[src/rtl/dm_pkg.sv]
// dm_arbiter shared types and helpers.
// Op encoding, lane/byte-enable and load-extension functions.
package dm_pkg;

  localparam logic [2:0] OP_LW  = 3'd0;
  localparam logic [2:0] OP_LB  = 3'd1;
  localparam logic [2:0] OP_LBU = 3'd2;
  localparam logic [2:0] OP_LH  = 3'd3;
  localparam logic [2:0] OP_LHU = 3'd4;
  localparam logic [2:0] OP_SW  = 3'd5;
  localparam logic [2:0] OP_SB  = 3'd6;
  localparam logic [2:0] OP_SH  = 3'd7;

  typedef enum logic [1:0] {
    ST_IDLE   = 2'd0,
    ST_ACCESS = 2'd1,
    ST_RESP   = 2'd2
  } dm_state_t;

  function automatic logic is_store(input logic [2:0] op);
    return (op == OP_SW) || (op == OP_SB) || (op == OP_SH);
  endfunction

  // Undefined encodings fall to the default and report as errors.
  function automatic logic misaligned(input logic [2:0] op,
                                      input logic [1:0] a);
    logic r;
    case (op)
      OP_LW, OP_SW:         r = (a != 2'b00);
      OP_LH, OP_LHU, OP_SH: r = a[0];
      OP_LB, OP_LBU, OP_SB: r = 1'b0;
      default:              r = 1'b1;
    endcase
    return r;
  endfunction

  function automatic logic [3:0] be_of(input logic [2:0] op,
                                       input logic [1:0] a);
    logic [3:0] r;
    case (op)
      OP_SB:   r = 4'b0001 << a;
      OP_SH:   r = a[1] ? 4'b1100 : 4'b0011;
      default: r = 4'b1111;
    endcase
    return r;
  endfunction

  function automatic logic [31:0] lane_wdata(input logic [2:0] op,
                                             input logic [31:0] wd);
    logic [31:0] r;
    case (op)
      OP_SB:   r = {4{wd[7:0]}};
      OP_SH:   r = {2{wd[15:0]}};
      default: r = wd;
    endcase
    return r;
  endfunction

  function automatic logic [31:0] extend(input logic [2:0] op,
                                         input logic [1:0] a,
                                         input logic [31:0] w);
    logic [7:0]  b;
    logic [15:0] h;
    logic [31:0] r;
    case (a)
      2'd0:    b = w[7:0];
      2'd1:    b = w[15:8];
      2'd2:    b = w[23:16];
      default: b = w[31:24];
    endcase
    h = a[1] ? w[31:16] : w[15:0];
    case (op)
      OP_LB:   r = {{24{b[7]}}, b};
      OP_LBU:  r = {24'd0, b};
      OP_LH:   r = {{16{h[15]}}, h};
      OP_LHU:  r = {16'd0, h};
      default: r = w;
    endcase
    return r;
  endfunction

endpackage

[src/rtl/dm_arbiter_rr.sv]
// Two-way round-robin grant logic.
// On a tie the requester that did not win last time is chosen.
module dm_rr_arb
  import dm_pkg::*;
(
  input  logic [1:0] i_req,
  input  logic       i_last,
  input  logic       i_en,
  output logic [1:0] o_gnt,
  output logic       o_winner
);

  // Winner selection and gated one-hot grant.
  always_comb begin
    o_winner = (i_req == 2'b11) ? ~i_last : i_req[1];
    o_gnt    = 2'b00;
    if (i_en && (|i_req))
      o_gnt = o_winner ? 2'b10 : 2'b01;
  end

endmodule

[src/rtl/dm_arbiter.sv]
// Shared data-memory front end for CPU (m0) and debug/DMA (m1).
// Arbitrates, sequences one access at a time, formats sub-word data.
module dm_arbiter
  import dm_pkg::*;
#(
  parameter int DEPTH = 12288,
  parameter int IDX_W = 14
) (
  input  logic             clk,
  input  logic             reset,
  input  logic             m0_req,
  input  logic [2:0]       m0_op,
  input  logic [31:0]      m0_addr,
  input  logic [31:0]      m0_wdata,
  output logic             m0_gnt,
  output logic             m0_rvalid,
  output logic [31:0]      m0_rdata,
  output logic             m0_err,
  input  logic             m1_req,
  input  logic [2:0]       m1_op,
  input  logic [31:0]      m1_addr,
  input  logic [31:0]      m1_wdata,
  output logic             m1_gnt,
  output logic             m1_rvalid,
  output logic [31:0]      m1_rdata,
  output logic             m1_err,
  output logic             mem_en,
  output logic             mem_we,
  output logic [3:0]       mem_be,
  output logic [IDX_W-1:0] mem_addr,
  output logic [31:0]      mem_wdata,
  input  logic [31:0]      mem_rdata
);

  localparam logic [29:0] DEPTH_W = 30'(DEPTH);

  dm_state_t   r_state;
  dm_state_t   w_next;
  logic [2:0]  r_op;
  logic [31:0] r_addr;
  logic [31:0] r_wdata;
  logic        r_owner;
  logic        r_last;

  logic [1:0]  w_gnt;
  logic        w_winner;
  logic        w_take;
  logic        w_err;
  logic        w_rv;
  logic        w_er;
  logic [31:0] w_rd;

  // Grants only in IDLE and never while reset is held.
  dm_rr_arb u_arb (
    .i_req    ({m1_req, m0_req}),
    .i_last   (r_last),
    .i_en     ((r_state == ST_IDLE) && reset),
    .o_gnt    (w_gnt),
    .o_winner (w_winner)
  );

  assign w_take = |w_gnt;
  assign m0_gnt = w_gnt[0];
  assign m1_gnt = w_gnt[1];

  assign w_err = misaligned(r_op, r_addr[1:0]) ||
                 (r_addr[31:2] >= DEPTH_W);

  assign mem_addr = r_addr[IDX_W+1:2];

  // State register and capture of the granted request.
  always_ff @(posedge clk) begin
    if (!reset) begin
      r_state <= ST_IDLE;
      r_last  <= 1'b1;
      r_owner <= 1'b0;
      r_op    <= OP_LW;
      r_addr  <= '0;
      r_wdata <= '0;
    end else begin
      r_state <= w_next;
      if (w_take) begin
        r_owner <= w_winner;
        r_last  <= w_winner;
        r_op    <= w_winner ? m1_op    : m0_op;
        r_addr  <= w_winner ? m1_addr  : m0_addr;
        r_wdata <= w_winner ? m1_wdata : m0_wdata;
      end
    end
  end

  // Next state, memory strobes and completion signals.
  always_comb begin
    w_next    = r_state;
    w_rv      = 1'b0;
    w_er      = 1'b0;
    w_rd      = '0;
    mem_en    = 1'b0;
    mem_we    = 1'b0;
    mem_be    = 4'b0000;
    mem_wdata = '0;
    case (r_state)
      ST_IDLE: begin
        if (w_take)
          w_next = ST_ACCESS;
      end
      ST_ACCESS: begin
        if (w_err) begin
          w_rv   = 1'b1;
          w_er   = 1'b1;
          w_next = ST_IDLE;
        end else if (is_store(r_op)) begin
          mem_en    = 1'b1;
          mem_we    = 1'b1;
          mem_be    = be_of(r_op, r_addr[1:0]);
          mem_wdata = lane_wdata(r_op, r_wdata);
          w_rv      = 1'b1;
          w_next    = ST_IDLE;
        end else begin
          mem_en = 1'b1;
          mem_be = 4'b1111;
          w_next = ST_RESP;
        end
      end
      ST_RESP: begin
        w_rv   = 1'b1;
        w_rd   = extend(r_op, r_addr[1:0], mem_rdata);
        w_next = ST_IDLE;
      end
      default: w_next = ST_IDLE;
    endcase
  end

  assign m0_rvalid = w_rv & ~r_owner;
  assign m0_err    = w_er & ~r_owner;
  assign m0_rdata  = r_owner ? 32'd0 : w_rd;
  assign m1_rvalid = w_rv & r_owner;
  assign m1_err    = w_er & r_owner;
  assign m1_rdata  = r_owner ? w_rd : 32'd0;

endmodule

[config.mk]
export PLATFORM = sky130hd
export DESIGN_NAME = dm_arbiter
export DESIGN_NICKNAME = d
export VERILOG_FILES = /design/src/rtl/dm_pkg.sv /design/src/rtl/dm_arbiter_rr.sv /design/src/rtl/dm_arbiter.sv
export SDC_FILE = /design/constraint.sdc
export NUM_CORES = 1
export LEC_CHECK = 0
export ABC_AREA = 1
export BUFFER_PORTS_ARGS = -buffer_cell sky130_fd_sc_hd__buf_2
export CAP_MARGIN = 10
export CORE_AREA = 2 2 114 116
export CTS_CLUSTER_DIAMETER = 100
export DETAILED_ROUTE_END_ITERATION = 10
export DIE_AREA = 0 0 116 118
export PLACE_DENSITY_LB_ADDON = 0.3
export SLEW_MARGIN = 10
export SYNTH_ARGS = -nofsm -noshare
export SYNTH_HDL_FRONTEND = slang
export SYNTH_HIERARCHICAL = 1
export SYNTH_SLANG_ARGS = --single-unit
[constraint.sdc]
create_clock -name clk -period 2.12 [get_ports clk]
set_input_delay 0.318 -clock clk [delete_from_list [all_inputs] [get_ports clk]]
set_output_delay 0.318 -clock clk [all_outputs]
set_load 0.03 [all_outputs]
## After elaboration in Yosys (flattened, before gate mapping)

Index checks and enable logic that the tools add are counted.

| operators by class | value |
|---|---|
| add/subtract/negate cells | 0 |
| div/mod/pow operators | 0 |
| bitwise gates (word level) | 6 |
| multiply operators | 0 |
| muxes and demuxes | 35 |
| equal/unequal tests | 13 |
| shift-type cells | 1 |
| order comparisons | 1 |
| reduce and logical (&&, ||, !) cells | 14 |

Operator list:

| kind | count |
|---|---|
| 2-to-1 mux 32 bit | 8 |
| case mux 32 bit (4 select lines) | 1 |
| case mux 32 bit (2 select lines) | 1 |
| >= comparator 30 x 14 -> 1 bit (second input constant) | 1 |
| case mux 8 bit (3 select lines) | 1 |
| 2-to-1 mux 16 bit | 1 |
| 2-to-1 mux 4 bit | 4 |
| == test 3 bit (second input constant) | 4 |
| 2-to-1 mux 2 bit | 5 |
| 2-to-1 mux 1 bit | 9 |
| case mux 4 bit (2 select lines) | 1 |
| == test 2 bit (second input constant) | 3 |
| == test 3 x 2 -> 1 bit (second input constant) | 2 |
| OR reduction 2 bit | 3 |
| OR reduction 3 bit | 2 |
| AND 1 bit | 4 |
| == test 2 x 1 -> 1 bit (second input constant) | 2 |
| logical NOT 2 bit | 2 |
| case mux 2 bit (2 select lines) | 1 |
| left shift 1 x 2 -> 4 bit (first input constant) | 1 |
| == test 3 x 1 -> 1 bit (second input constant) | 1 |
| logical NOT 3 bit | 1 |
| logical OR 1 bit | 3 |
| 2-to-1 mux 3 bit | 1 |
| other kinds (6) | 8 |

| storage, ports and cells | value |
|---|---|
| memory bits (writable) | 0 |
| bits in read-only memories | 0 |
| output and inout port bits | 122 |
| flip-flop bits (word level) | 71 |
| logic and storage cells | 76 |
| memories | 0 |
| latch bits | 0 |
| input bits | 170 |

## Longest topological paths before layout

| logic depth | value |
|---|---|
| word-level depth | 7 |
| mapped depth | 12 |
| mapped depth without buffers | 12 |

## Cells and area by module

Netlist, hierarchy kept.

By module, submodules not included:

| module | cells an instance | area an instance (µm²) | instances | sequential area each (µm²) |
|---|---|---|---|---|
| dm_arbiter | 852 | 5106.1 | 1 | 1421.4 |
| dm_rr_arb | 8 | 36.3 | 1 | 0.0 |

## Worst setup path before layout

No wires, ideal clock.

| path | value |
|---|---|
| kind | input to register |
| start point | in reset |
| end point | reg r_addr[10] |
| cell stages on the path | 10 |
| setup slack | -228 ps |
| data arrival time | 2212 ps |
| setup time | 136 ps |
| data required time | 1984 ps |
| path through | clkbuf_1 nand2_1 inv_1 nand2_1 a21oi_1 nor2_1 inv_2 clkbuf_1 clkbuf_1 a31oi_1 |

| between the ends | value |
|---|---|
| word-level cells in the longest chain between the ends | 4 |

RTL lines:

| element | line | text |
|---|---|---|
| start: declaration | dm_arbiter.sv:10 | `input logic reset,` |
| logical AND 1 bit | dm_arbiter.sv:57 | `.i_en ((r_state == ST_IDLE) && reset),` |
| logical AND 1 bit | dm_arbiter_rr.sv:17 | `if (i_en && (\|i_req))` |
| 2-to-1 mux 2 bit | dm_arbiter_rr.sv:17 |  |
| via m0_gnt | dm_arbiter.sv:15 | `output logic m0_gnt,` |
| OR reduction 2 bit | dm_arbiter.sv:62 | `assign w_take = \|w_gnt;` |
| end signal: assignment | dm_arbiter.sv:86 | `r_addr <= w_winner ? m1_addr : m0_addr;` |
| end: declaration | dm_arbiter.sv:40 | `logic [31:0] r_addr;` |

The timed path passes the listed nets, and every way through them passes these cells.
A chain may end at the register's enable or synchronous reset.

## Worst setup path in the final report

| path | value |
|---|---|
| start point | reg r_addr[1] |
| end point | out mem_wdata[15] |

| between the ends | value |
|---|---|
| word-level cells in the longest chain between the ends | 5 |

RTL lines:

| element | line | text |
|---|---|---|
| nonzero test 2 bit | dm_pkg.sv:29 | `OP_LW, OP_SW: r = (a != 2'b00);` |
| case mux 1 bit (3 select lines) | dm_pkg.sv:28 | `case (op)` |
| logical OR 1 bit | dm_arbiter.sv:66 | `assign w_err = misaligned(r_op, r_addr[1:0]) \|\|` |
| 2-to-1 mux 32 bit | dm_arbiter.sv:108 | `if (w_err) begin` |
| 2-to-1 mux 32 bit | dm_arbiter.sv:102 | `case (r_state)` |
| end: declaration | dm_arbiter.sv:31 | `output logic [31:0] mem_wdata,` |

Every way passes these cells.

==> parameters.txt <==
Parameter                              Value

Floorplan
  Die Area ... 13700 sq um
  Number of top-level pins ... 292
  CORE AREA ... about 12000 sq um
  Initial Util ... 0.414
  Number of placement rows ... slightly above 40
  Height of the die ... around 120 um
  Die Span X ... around 120 um

Synthesis
  Fraction of post-synthesis cell area in the top cell type by area ... 0.276
  Count of flip-flops with a built-in enable after synthesis ... 0
  Number of distinct library cells after synthesis ... 36
  Cells after synthesis ... 860
  Cell accounting for the most synthesized area ... dfxtp_1
  Post-Syn Area ... between 5000 and 6000 sq um
  Post-synth ARST share ... 0
  Syn Area/Cell ... 5.98 sq um
  Post-synthesis sequential element count ... 71
  Syn_nets ... roughly 1000
  Synth Flop Type ... dfxtp_1
  Seq/Total Area, Yosys ... 0.276
  Cells taking the most area after synthesis ... dfxtp_1, nand2_1, nor2_1, o21ai_0, a31oi_1
  Yosys warnings ... 6

Detailed routing
  Detailed Routing Iterations Pass 1 ... 6
  Detailed router's first-iteration violation count ... between 600 and 700
  DRC violations left ... 0
  Detailed-route wire length per cell ... between 15 and 20 um
  Via/cell ratio ... around 5.3
  Wire length reported by the detailed router ... ~21000 um
  Count of vias placed by the detailed router ... a little under 7000
  Antenna Nets Post-Route ... 0

Clock tree
  TritonCTS clock tree ... done
  H-Tree Depth ... 3
  Clock sink total ... about 70
  CTS Hold Buffers Added ... 0
  Clock latency on the worst-skew pair ... 0.33 ns
  Clock tree root driver cell ... clkbuf_16
  Number of CTS-inserted buffers ... 9
  Clock transition at the registers of the reported paths ... around 0.050 ns
  Clock Tree Buf Depth ... 2

Global routing
  Leftover overflow at the end of global routing ... 0
  Combined global-route utilization of all metal layers ... 0.292
  Wire length of the first global-routing pass ... approximately 32000 um
  Antenna violations before repair ... 1
  Via count of the first global-routing pass ... roughly 6400
  Largest net degree at the start of global routing ... about 110

Power and ir drop
  Worst VDD drop ... between 400 and 500 uV
  Design Power ... roughly 5.3 mW
  Power per unit of standard cell area ... approximately 630 nW/um^2
  Static power due to leakage ... between 3 and 4 nW

Setup path
  Crit-path max FO ... 6
  Data required time at the worst endpoint ... 1.80 ns
  Critical Path Source ... r_addr[1]$_SDFFE_PN0P_
  Worst setup path end ... mem_wdata[15]
  Reg-to-Reg End ... r_addr[1]$_SDFFE_PN0P_
  Data arrival at the endpoint of the critical path ... approximately 2.0 ns
  CP dominant cell by count ... buf_6
  Setup Crit Path Kind ... flop to output pin
  Setup crit start kind ... flop
  Critical register-to-register path startpoint ... r_state[1]$_SDFFE_PN0P_
  Cell-by-cell listing of the critical path ... buf_6 > clkinv_4 > nand2_4 > nand2_2 > nor2_1 > nand2_1 > nand2_2 > nor2_4 > buf_6 > buf_6 > nand4_1 > nor2_1 > buf_4
  Peak per-stage delay on the critical path ... about 0.35 ns
  Register-to-Register Setup Slack ... about 0.08 ns
  Worst reg-to-reg path cell count ... 11
  Critical path capture point type ... output pin
  CP max-delay cell ... dfxtp_4

Hold path
  Number of instances on the worst hold path ... 3
  Worst min path class ... primary input to flop

Final layout
  Most common cell after layout, fill and taps aside ... nand2_1
  Growth of design area from synthesis to finish ... 63.9%
  Highest-count cells in the layout ignoring fill and taps ... nand2_1, buf_2, nor2_1, o21ai_0, a31oi_1
  Layout Nets ... between 1000 and 1500
  Proportion of layout cells with a drive suffix above 1 ... 0.435
  Post-Layout Cell Count ... around 1300
  Post-Route Utilization ... 0.679

Timing
  Sum of negative setup slack ... -9.20 ns
  Setup repair after global routing missed its margin ... true
  Skew final ... 0.00532 ns
  Maximum clock frequency ... about 440 MHz
  Worst Max-Slew Pin Slew ... around 0.62 ns
  Number of hold violations in the final report ... 0
  Post-route worst setup slack ... -0.174 ns
  Final setup violation count ... between 100 and 150
  Min cycle time layout ... approximately 2.3 ns
  Max-slew headroom at the worst pin ... 0.588
  Final worst path period share ... 1.08
  Slew Viols, Final ... 0

Outcome
  Run status ... finished, violations left
  Failing checks ... setup timing

Place
  Post-DP HPWL ... roughly 14000 um
  IO buf count ... between 200 and 300
  Placer's final routability congestion estimate ... 0.906
  Number of instances in the placed design ... about 1300
  Setup Slack @ Placement ... around 0.024 ns

Flow run
  Max-cap violation count ... 0
[sequential cells by signal, summed over array words and instances (netlist names)]
| name | count |
|---|---|
| r_last | 1 |
| r_wdata | 32 |
| r_state | 2 |
| r_owner | 1 |
| r_op | 3 |
| r_addr | 32 |
[final cells by class]
cell class,count,area [sq um]
fill,1082,3990
multi-input combinational,653,3700
timing repair buffer,336,2440
sequential,71,1440
inverter,64,264
clock buffer,11,243
tap,172,215
clock inverter,5,129
antenna,1,2.50
[worst max-delay path: cells and delay by family, from the launching register on]
family        cells  cell delay [ns]
buf+inv           5             0.58
flops             1             0.35
simple gates      8             0.72
[synthesized netlist by cell type (2+ instances only)]
| master | count |
|---|---|
| nand2_1 | 227 |
| nor2_1 | 125 |
| o21ai_0 | 92 |
| dfxtp_1 | 71 |
| a31oi_1 | 68 |
| inv_1 | 57 |
| nand3_1 | 53 |
| clkbuf_1 | 44 |
| a21oi_1 | 29 |
| buf_4 | 18 |
| mux2i_1 | 8 |
| o211ai_1 | 8 |
| buf_2 | 7 |
| o22ai_1 | 7 |
| or2_1 | 7 |
| buf_1 | 5 |
| nor2_2 | 4 |
| buf_6 | 3 |
| ha_1 | 3 |
| inv_2 | 3 |
| nand2_4 | 3 |
| nand3_2 | 3 |
| inv_4 | 2 |
[worst min path at each step]
stage,slack [ns],to,startpoint
after detailed placement,0.48,r_state[1]$_SDFFE_PN0P_,r_state[1]$_SDFFE_PN0P_
after global placement,0.48,r_state[1]$_SDFFE_PN0P_,r_state[1]$_SDFFE_PN0P_
final,0.24,r_addr[0]$_SDFFE_PN0P_,m0_addr[0]
after floorplan,0.46,r_state[1]$_SDFFE_PN0P_,r_state[1]$_SDFFE_PN0P_
after global routing,0.25,r_addr[13]$_SDFFE_PN0P_,m1_addr[13]
after CTS,0.23,r_addr[0]$_SDFFE_PN0P_,m0_addr[0]
[cells by family (layout without fill, tap and decap cells)]
| kind of cell | Yosys count | after routing | share of synthesized area |
|---|---|---|---|
| flip-flops | 71 | 71 | 0.276 |
| adder cells (fa/ha/maj) | 3 | 3 | 0.00730 |
| multiplexers | 8 | 8 | 0.0156 |
| buffers and inverters | 141 | 416 | 0.124 |
| other | 0 | 1 | 0 |
| AO/OA/AOI/OAI | 209 | 209 | 0.232 |
| AND/OR/NAND/NOR | 428 | 433 | 0.345 |
[report_power, final]
group | internal (mW) | switching, mW | leakage, nW | total [mW]
sequential | 1.50 | 0.123 | 0.590 | 1.62
clock | 1.30 | 0.562 | 0.180 | 1.86
combinational | 0.709 | 1.13 | 3.13 | 1.84
[stage by stage]
| stage | hold slack [ns] | cell area [sq um] |
|---|---|---|
| finish | 0.238 | 8430 |
| global route | 0.246 | 8430 |
| CTS | 0.233 | 7960 |
| detailed placement | 0.477 | 6710 |
| global placement | 0.475 | 6710 |
| floorplan | 0.457 | 5150 |
[repair_timing]
action                     4_1_cts  5_1_grt
resized for setup              214      116
pin swaps                        9       18
gates cloned                     6        2
setup buffers                   14        4
setup endpoints to repair      106      109
[per-layer routing]
layer | share of wire | wire length (um) | vias up | track usage
met5 | 0 | 0 | - | 0
met4 | 0.037 | 784 | 0 | 0.127
met3 | 0.078 | 1660 | 67 | 0.0602
met2 | 0.51 | 10800 | 360 | 0.514
met1 | 0.38 | 8000 | 3134 | 0.336
li1 | - | - | 3398 | -
Note: power is estimated with default switching activity, not from simulation.
